`config.mk`:
```
export PLATFORM = sky130hd
export DESIGN_NAME = piso_bit_source
export DESIGN_NICKNAME = d
export VERILOG_FILES = /design/src/rtl/piso_pkg.sv /design/src/rtl/piso_shift_reg.sv /design/src/rtl/piso_bit_source.sv
export SDC_FILE = /design/constraint.sdc
export NUM_CORES = 1
export LEC_CHECK = 0
export CORE_MARGIN = 1
export CORE_UTILIZATION = 40
export DETAILED_ROUTE_END_ITERATION = 12
export GPL_ROUTABILITY_DRIVEN = 0
export PLACE_DENSITY = 0.77
export SLEW_MARGIN = 20
export SYNTH_ARGS = -nofsm -noshare
export SYNTH_HDL_FRONTEND = slang
export SYNTH_SLANG_ARGS = --single-unit
```
`constraint.sdc`:
```
create_clock -name clk -period 2.98 [get_ports clk]
set_input_delay 0.596 -clock clk [delete_from_list [all_inputs] [get_ports clk]]
set_output_delay 0.596 -clock clk [all_outputs]
set_load 0.03 [all_outputs]
```
`src/rtl/piso_pkg.sv`:
```
// Shared types and sizing helpers for the parallel-in/serial-out bit source.
package piso_pkg;

  typedef enum logic [0:0] {
    IDLE  = 1'b0,
    SHIFT = 1'b1
  } state_t;

  // Width of a counter that indexes 0..width-1; a floor of 1 keeps the vector legal.
  function automatic int cnt_width(input int width);
    if (width > 2) begin
      return $clog2(width);
    end else begin
      return 1;
    end
  endfunction

endpackage

```
`src/rtl/piso_shift_reg.sv`:
```
// Loadable WIDTH-bit shift register whose tap follows the configured bit order.
module piso_shift_reg
  import piso_pkg::*;
#(
  parameter int WIDTH     = 8,
  parameter bit MSB_FIRST = 1'b1
) (
  input  logic             clk,
  input  logic             rst,
  input  logic [WIDTH-1:0] din,
  input  logic             load,
  input  logic             shift,
  output logic             tap_next
);

  logic [WIDTH-1:0] sreg_r;
  logic [WIDTH-1:0] sreg_nxt_s;

  // Next register contents: load wins over shift, otherwise hold.
  always_comb begin
    sreg_nxt_s = sreg_r;
    if (load) begin
      sreg_nxt_s = din;
    end else if (shift) begin
      if (MSB_FIRST) begin
        sreg_nxt_s = {sreg_r[WIDTH-2:0], 1'b0};
      end else begin
        sreg_nxt_s = {1'b0, sreg_r[WIDTH-1:1]};
      end
    end else begin
      sreg_nxt_s = sreg_r;
    end
  end

  // The tap of the next value lets the parent register x in the same edge.
  assign tap_next = MSB_FIRST ? sreg_nxt_s[WIDTH-1] : sreg_nxt_s[0];

  // Shift register state.
  always_ff @(posedge clk or posedge rst) begin
    if (rst) begin
      sreg_r <= '0;
    end else begin
      sreg_r <= sreg_nxt_s;
    end
  end

endmodule

```
`src/rtl/piso_bit_source.sv`:
```
// Serializes handshaked parallel words onto x, one bit per clock, with gapless reloads.
module piso_bit_source
  import piso_pkg::*;
#(
  parameter int   WIDTH     = 8,
  parameter bit   MSB_FIRST = 1'b1,
  parameter logic IDLE_BIT  = 1'b0
) (
  input  logic             clk,
  input  logic             rst,
  input  logic [WIDTH-1:0] din,
  input  logic             load_valid,
  output logic             load_ready,
  output logic             x,
  output logic             x_valid,
  output logic             last,
  output logic             busy
);

  localparam int               CNT_W   = cnt_width(WIDTH);
  localparam logic [CNT_W-1:0] CNT_MAX = CNT_W'(WIDTH - 1);

  state_t           state_r;
  state_t           state_nxt_s;
  logic [CNT_W-1:0] cnt_r;
  logic [CNT_W-1:0] cnt_nxt_s;
  logic             x_r;
  logic             x_valid_r;
  logic             last_r;
  logic             x_nxt_s;
  logic             x_valid_nxt_s;
  logic             last_nxt_s;
  logic             at_last_s;
  logic             load_s;
  logic             shift_s;
  logic             tap_nxt_s;

  assign at_last_s  = (state_r == SHIFT) && (cnt_r == CNT_MAX);
  assign load_ready = !rst && ((state_r == IDLE) || at_last_s);
  assign load_s     = load_valid && load_ready;
  assign shift_s    = (state_r == SHIFT) && !at_last_s;

  piso_shift_reg #(
    .WIDTH     (WIDTH),
    .MSB_FIRST (MSB_FIRST)
  ) u_shift_reg (
    .clk      (clk),
    .rst      (rst),
    .din      (din),
    .load     (load_s),
    .shift    (shift_s),
    .tap_next (tap_nxt_s)
  );

  // Next state, counter and output values; a load always restarts at bit 0.
  always_comb begin
    state_nxt_s   = state_r;
    cnt_nxt_s     = cnt_r;
    x_nxt_s       = IDLE_BIT;
    x_valid_nxt_s = 1'b0;
    last_nxt_s    = 1'b0;
    if (load_s) begin
      state_nxt_s   = SHIFT;
      cnt_nxt_s     = '0;
      x_nxt_s       = tap_nxt_s;
      x_valid_nxt_s = 1'b1;
      last_nxt_s    = 1'b0;
    end else if (shift_s) begin
      state_nxt_s   = SHIFT;
      cnt_nxt_s     = cnt_r + CNT_W'(1'b1);
      x_nxt_s       = tap_nxt_s;
      x_valid_nxt_s = 1'b1;
      last_nxt_s    = ((cnt_r + CNT_W'(1'b1)) == CNT_MAX);
    end else begin
      state_nxt_s = IDLE;
      cnt_nxt_s   = '0;
    end
  end

  // FSM, counter and registered serial outputs.
  always_ff @(posedge clk or posedge rst) begin
    if (rst) begin
      state_r   <= IDLE;
      cnt_r     <= '0;
      x_r       <= IDLE_BIT;
      x_valid_r <= 1'b0;
      last_r    <= 1'b0;
    end else begin
      state_r   <= state_nxt_s;
      cnt_r     <= cnt_nxt_s;
      x_r       <= x_nxt_s;
      x_valid_r <= x_valid_nxt_s;
      last_r    <= last_nxt_s;
    end
  end

  assign x       = x_r;
  assign x_valid = x_valid_r;
  assign last    = last_r;
  assign busy    = (state_r == SHIFT);

endmodule

```
After elaboration in Yosys (flattened, before gate mapping). Cells that the tools add are included.

Register bits after elaboration: 14. Input bits: 11. Output and inout port bits: 5. Word-level logic and storage cells: 28.

Add/sub/neg operators: 1. Equal/unequal tests: 2. Mux-type cells: 10. Bitwise gates (word level): 1. Reduce and logical (&&, ||, !) cells: 8.

Operator list (number): $mux W8 (2); $eq A3 B3 Y1 const B (2); $mux W1 (6); $mux W3 (2); $logic_and A1 B1 Y1 (4); $add A3 B1 Y3 const B (1); $logic_not A1 Y1 (2); $reduce_bool A2 Y1 (1); $logic_or A1 B1 Y1 (1); $not A1 Y1 (1).

Logic depth before layout (Yosys ltp). Gate-level depths: netlist (run 1).

Word-level depth: 8. Mapped depth: 7. Depth with buffers taken out: 5.

By module. From an unflattened synthesis (run 1), not the netlist that was laid out.

Cell total of the unflattened synthesis: 58. Area, all modules: 654.4 um^2.

Modules (own cells, without submodules): piso_shift_reg (times used 1, cells an instance 35, area an instance 380.4 um^2, sequential area each 200.2 um^2); piso_bit_source (times used 1, cells an instance 23, area an instance 274.0 um^2, sequential area each 150.1 um^2).

Worst setup path before layout (run 1). Ideal clock, no wire load.

Path type: register to output. Start: register, netlist name x_valid. End: output port load_ready. Arrival: 1.280 ns. Required time: 2.384 ns. Slack: 1.104 ns. Stages on the path, launching flop included: 4. Path buffers: 1. Path through: dfrtp_1 -> nor2b_1 -> clkbuf_1 -> nor2_1.

RTL lines: end, declared (line piso_bit_source.sv:13) `output logic load_ready,`.

Worst setup path in the final report (run 1).
Start: register cnt_r[0]. End: output port load_ready.

Cells in the longest elaborated chain, start to end: 4.

RTL lines: start, declared (line piso_bit_source.sv:25) `logic [CNT_W-1:0] cnt_r;`; start signal, assigned (line piso_bit_source.sv:90) `cnt_r <= cnt_nxt_s;`; $eq A3 B3 Y1 (line piso_bit_source.sv:38) `assign at_last_s = (state_r == SHIFT) && (cnt_r == CNT_MAX);`; $logic_and A1 B1 Y1 (line piso_bit_source.sv:38); $logic_or A1 B1 Y1 (line piso_bit_source.sv:39) `assign load_ready = !rst && ((state_r == IDLE) || at_last_s);`; $logic_and A1 B1 Y1 (line piso_bit_source.sv:39).

No other way between the ends.

==> reports/qor.tcl, run 1 <==
set qor(grt_setup_unrepaired) {no}
set qor(grt_pass1_wl_um) 1570
set qor(finalSetupTns_ns) 0
set qor(path_max_fanout) 11
set qor(rr_worst_depth) 6
set qor(worstMarginPinSlew_ns) 0.481
set qor(clk_pin_slew_worst_paths_ns) 0.08
set qor(r2r_start) {cnt_r[0]}
set qor(r2r_end) {u_shift_reg.sreg_r[4]}
set qor(io_buffer_count) 15
set qor(worst_min_path_start) {cnt_r[0]}
set qor(endpoint_kind) {output port}
set qor(antenna_cells) 0
set qor(vias) 401
set qor(multiInputGateArea_um2) 224
set qor(floorplan.die.width_um) 40.5
set qor(total_power_uw) 720
set qor(timing.final.crit_period_ns) 2.58
set qor(run_status) {finished clean}
set qor(cts_max_path_buffers) 2
set qor(final_net_count) 82
set qor(cap_violations) 0
set qor(leakagePower_uw) 0.000367
set qor(totalWireLength_um) 1020
set qor(std_cell_rows) 13
set qor(clkLatencyLatePin_ns) 0.27
set qor(initial_antenna_violation_count) 0
set qor(arrival_ns) 1.99
set qor(finClkSkew_ns) 0.000672
set qor(max_slew_margin) 0.679
set qor(timing.final.max_slew_violations) 0
set qor(irDropWorstVdd_uv) 499
set qor(regToRegSetupSlack_ns) 1.34
set qor(average_instance_area_after_synthesis_um2) 11.7
set qor(ys_seq_elements) 13
set qor(hold_path_end) {cnt_r[0]}
set qor(cp_data_required_time_ns) 2.38
set qor(postCtsResizedCells) 0
set qor(cts_tree) {done}
set qor(yosysWarnings) 0
set qor(fp.dieH_um) 40.5
set qor(die_area_um2) 1640
set qor(grt_use_total) 0.157
set qor(synth_seq_area_share) 0.547
set qor(worst_setup_sp_type) {flop}
set qor(sequential_cell_area_um2) 325
set qor(combined_area_of_all_synthesized_cells_um2) 594
set qor(report.final.hold_viol_count) 0
set qor(cts_setup_buffers) 0
set qor(cellPowerDensity_nw_per_um2) 942
set qor(final_antenna_net_count) 0
set qor(wl_per_cell_um) 12.4
set qor(worstSetupPathType) {reg -> out}
set qor(cts_hold_buf) 0
set qor(number_of_global_route_vias_before_repair) 362
set qor(overflow) 0
set qor(hold_depth) 1
set qor(final_layout_size_suffix_gt1_frac) 0.104
set qor(min_period_over_period) 0.867
set qor(mostFrequentLayoutCell) {clkdlybuf4s50_1}
set qor(yosysUniqueCellTypes) 16
set qor(grt_max_degree) 14
set qor(layout-area-overhead-vs-synth_pct) 28.6
set qor(syn-instance-count) 51
set qor(io_pins) 16
set qor(layout_common_cells) {15 x clkdlybuf4s50_1, 13 x dfrtp_1, 7 x and2_1, 6 x a221o_1, 4 x nor2_1}
set qor(final_core_utilization) 0.573
set qor(cts_htree_levels) 1
set qor(clockRootBuffer) {clkbuf_4}
set qor(core_footprint_um2) 1330
set qor(fillerInstances) 120
set qor(cts_buffers) 3
set qor(drt_first_iter_violations) 6
set qor(numClockSinks) 13
set qor(hp-class) {reg -> reg}
set qor(final-setup-viol-count) 0
set qor(post_drt_via_cell_ratio) 4.89
set qor(drc_violations_left) 0
set qor(syn_nets) 65
set qor(max_freq_mhz) 387
set qor(drtPass1Iterations) 2
set qor(initial_standard_cell_utilization_of_the_core) 0.446
[kinds of logic (layout without fill, tap and decap cells)]
kind of cell	count (synthesis)	count (layout)	synth area share
AND/OR/NAND/NOR	21	21	0.204
buffers and inverters	7	23	0.0758
adder cells (fa/ha/maj)	3	3	0.0632
AO/OA/AOI/OAI	7	7	0.109
flip-flops	13	13	0.547
[registers in the layout (all words and copies together), names as in the netlist]
register and count:
u_shift_reg.sreg_r 7, cnt_r 3, last 1, x 1
x_valid 1
[through the flow]
stage	cell area [µm²]	hold WS (ns)	setup slack, ns	std cells
after global placement	737	0.449	0.576	78
after floorplan	594	0.428	1.10	51
after global routing	764	0.493	0.271	82
final	764	0.457	0.395	82
after detailed placement	737	0.454	0.522	78
after CTS	764	0.465	0.363	82
[worst max-delay path: stages (launching register included)]
cell and delay (ns):
dfrtp_1 0.40, ha_1 0.21, ha_1 0.19, nor2b_1 0.12
buf_4 0.17, nor2_1 0.05, clkdlybuf4s50_1 0.58
[cell usage after synthesis]
master	instances	area share
nand2_1	3	0.019
nor2_1	4	0.025
inv_1	3	0.019
buf_4	1	0.013
ha_1	3	0.063
clkbuf_1	1	0.0063
and2_1	7	0.074
buf_6	2	0.038
a221o_1	6	0.10
dfrtp_1	13	0.55
nor2b_1	2	0.021
nand3_1	2	0.017
and3_1	1	0.011
nand2b_4	1	0.023
and2_4	1	0.015
o21ai_0	1	0.0084
[power by group]
group | leakage, µW | total (µW) | internal, µW | switching, µW
combinational | 0.000181 | 328 | 157 | 171
clock | 0.0000177 | 105 | 49.7 | 55.7
sequential | 0.000169 | 286 | 248 | 38.2
[worst max-delay path by stage]
| stage | endpoint | slack (ns) | startpoint |
|---|---|---|---|
| finish | load_ready | 0.40 | cnt_r[0] |
| global route | load_ready | 0.27 | cnt_r[0] |
| CTS | load_ready | 0.36 | cnt_r[0] |
| detailed placement | load_ready | 0.52 | rst |
| global placement | load_ready | 0.58 | rst |
| floorplan | load_ready | 1.10 | x_valid |
[layout make-up]
cell class	instances	area share
Sequential cell	13	0.426
Multi-Input combinational cell	31	0.293
Timing Repair Buffer	16	0.206
Clock buffer	3	0.0295
Tap cell	15	0.0245
Inverter	3	0.0147
Clock inverter	1	0.00655
[layer usage]
layer / wire length [µm] / global-route usage / vias up
li1: - / - / 207
met1: 467 / 0.190 / 182
met2: 491 / 0.226 / 10
met3: 35 / 0.0667 / 2
met4: 21 / 0.100 / 0
met5: 0 / 0 / -
Note: power is estimated with default switching activity, not from simulation.
==> inputs of run 2 (changes only) <==
CELL_PAD_IN_SITES_DETAIL_PLACEMENT = 1   (was default)
CELL_PAD_IN_SITES_GLOBAL_PLACEMENT = 1   (was default)
CORE_UTILIZATION = 37   (was 40)
CTS_CLUSTER_DIAMETER = 50   (was default)
PLACE_DENSITY = 0.88   (was 0.77)
==> reports/qor.tcl, run 2 (synthesis gave the netlist of run 1 again) <==
set qor(run_status) {finished clean}
set qor(final_layout_size_suffix_gt1_frac) 0.0896
set qor(totalWireLength_um) 1190
set qor(finClkSkew_ns) 0.00162
set qor(cap_violations) 0
set qor(cts_max_path_buffers) 2
set qor(report.final.hold_viol_count) 0
set qor(max_slew_margin) 0.658
set qor(post-dp-hpwl_um) 882
set qor(arrival_ns) 2.03
set qor(cts_hold_buf) 0
set qor(number_of_global_route_vias_before_repair) 482
set qor(irDropWorstVdd_uv) 352
set qor(largest_register) {u_shift_reg.sreg_r}
set qor(worst_setup_sp_type) {flop}
set qor(floorplan.die.width_um) 42.1
set qor(max_freq_mhz) 381
set qor(antenna_cells) 0
set qor(pwr-share-clk) 0.144
set qor(hold_depth) 1
set qor(leakagePower_uw) 0.000364
set qor(io_buffer_count) 15
set qor(numClockSinks) 13
set qor(drt_first_iter_violations) 9
set qor(grt_setup_unrepaired) {no}
set qor(worstMarginPinSlew_ns) 0.511
set qor(grt_use_total) 0.163
set qor(wl_per_cell_um) 14.3
set qor(clockRootBuffer) {clkbuf_4}
set qor(cts_tree) {done}
set qor(path_max_fanout) 11
set qor(top_regs) {u_shift_reg.sreg_r x7, cnt_r x3}
set qor(cts_setup_buffers) 0
set qor(clkLatencyLatePin_ns) 0.26
set qor(std_cell_rows) 14
set qor(overflow) 0
set qor(fillerInstances) 165
set qor(drc_violations_left) 0
set qor(initial_standard_cell_utilization_of_the_core) 0.395
set qor(timing.final.max_slew_violations) 0
set qor(postCtsResizedCells) 0
set qor(net-switching-power_uw) 279
set qor(io_pins) 16
set qor(grt_pass1_wl_um) 2120
set qor(cts_htree_levels) 1
set qor(finalSetupTns_ns) 0
set qor(hp-class) {reg -> reg}
set qor(layout_common_cells) {15 x clkdlybuf4s50_1, 13 x dfrtp_1, 7 x and2_1, 6 x a221o_1, 4 x nor2_1}
set qor(fp.dieH_um) 42.1
set qor(sw_frac_of_total) 0.379
set qor(final-setup-viol-count) 0
set qor(layout-area-overhead-vs-synth_pct) 28.6
set qor(drtPass1Iterations) 3
set qor(final_antenna_net_count) 0
set qor(core_footprint_um2) 1510
set qor(largest_register_ff_count) 7
set qor(power_report.internal_total_uw) 458
set qor(cts_buffers) 3
set qor(endpoint_kind) {output port}
set qor(cp_data_required_time_ns) 2.38
set qor(die_area_um2) 1770
set qor(cellPowerDensity_nw_per_um2) 964
set qor(worstSetupPathType) {reg -> out}
set qor(timing.final.crit_period_ns) 2.62
set qor(clk_pin_slew_worst_paths_ns) 0.08
set qor(combPwrFrac) 0.464
set qor(seqPwrFrac) 0.391
set qor(final_net_count) 82
set qor(initial_antenna_violation_count) 0
set qor(post_drt_via_cell_ratio) 5.07
set qor(vias) 421
set qor(mostFrequentLayoutCell) {clkdlybuf4s50_1}
set qor(min_period_over_period) 0.880
set qor(rr_worst_depth) 6
set qor(final_core_utilization) 0.507
set qor(grt_max_degree) 14
run 2: cell count changes in the layout (fill, tap and decap cells not counted), sizes merged:
cell / delta
clkbuf: +1
clkinv: -1
run 2: path summary, 6_finish.rpt:
| check | slack [ns] | from | to |
|---|---|---|---|
| max | 0.36 | cnt_r[0] | load_ready |
| min | 0.47 | cnt_r[0] | cnt_r[0] |
| max reg2reg | 1.30 | cnt_r[0] | u_shift_reg.sreg_r[6] |
| min reg2reg | 0.47 | cnt_r[0] | cnt_r[0] |
| max in group asynchronous | 1.91 | rst | x |
| min in group asynchronous | 0.72 | rst | last |
run 2: power groups by stage:
stage	clock network, µW	registers, µW	logic [µW]
floorplan	0	316	221
global placement	0	286	332
detailed placement	0	291	345
CTS	110	289	347
global route	121	298	376
finish	106	289	342
run 2: area by class of cell:
type / count / area [µm²] / share of cell area
multi-input combinational: 31 / 224 / 0.293
inverter: 3 / 11.3 / 0.0147
sequential: 13 / 325 / 0.426
timing repair buffer: 16 / 158 / 0.206
tap: 16 / 20.0 / 0.0262
clock buffer: 4 / 26.3 / 0.0344
run 2: metrics by stage:
step           power, µW  instance area (µm²)  setup slack [ns]  instances  hold slack (ns)
2_1_floorplan        537                  594              1.10         51            0.428
3_3_place_gp         618                  738             0.578         79            0.444
3_5_place_dp         636                  738             0.470         79            0.456
4_1_cts              746                  764             0.340         83            0.467
5_1_grt              795                  764             0.217         83            0.494
6_report             737                  764             0.358         83            0.472
run 2: layer usage:
metal,track usage,vias up,part of all wire
met3,0.0388,2,0.040
met2,0.272,9,0.46
met4,0.0563,0,0.0059
li1,-,204,-
met1,0.208,206,0.50
met5,0,-,0
run 2: worst max-delay path: stages (launching register included):
cell and delay [ns]:
dfrtp_1 0.40, ha_1 0.21, ha_1 0.19, nor2b_1 0.11, buf_4 0.17, nor2_1 0.06
clkdlybuf4s50_1 0.61
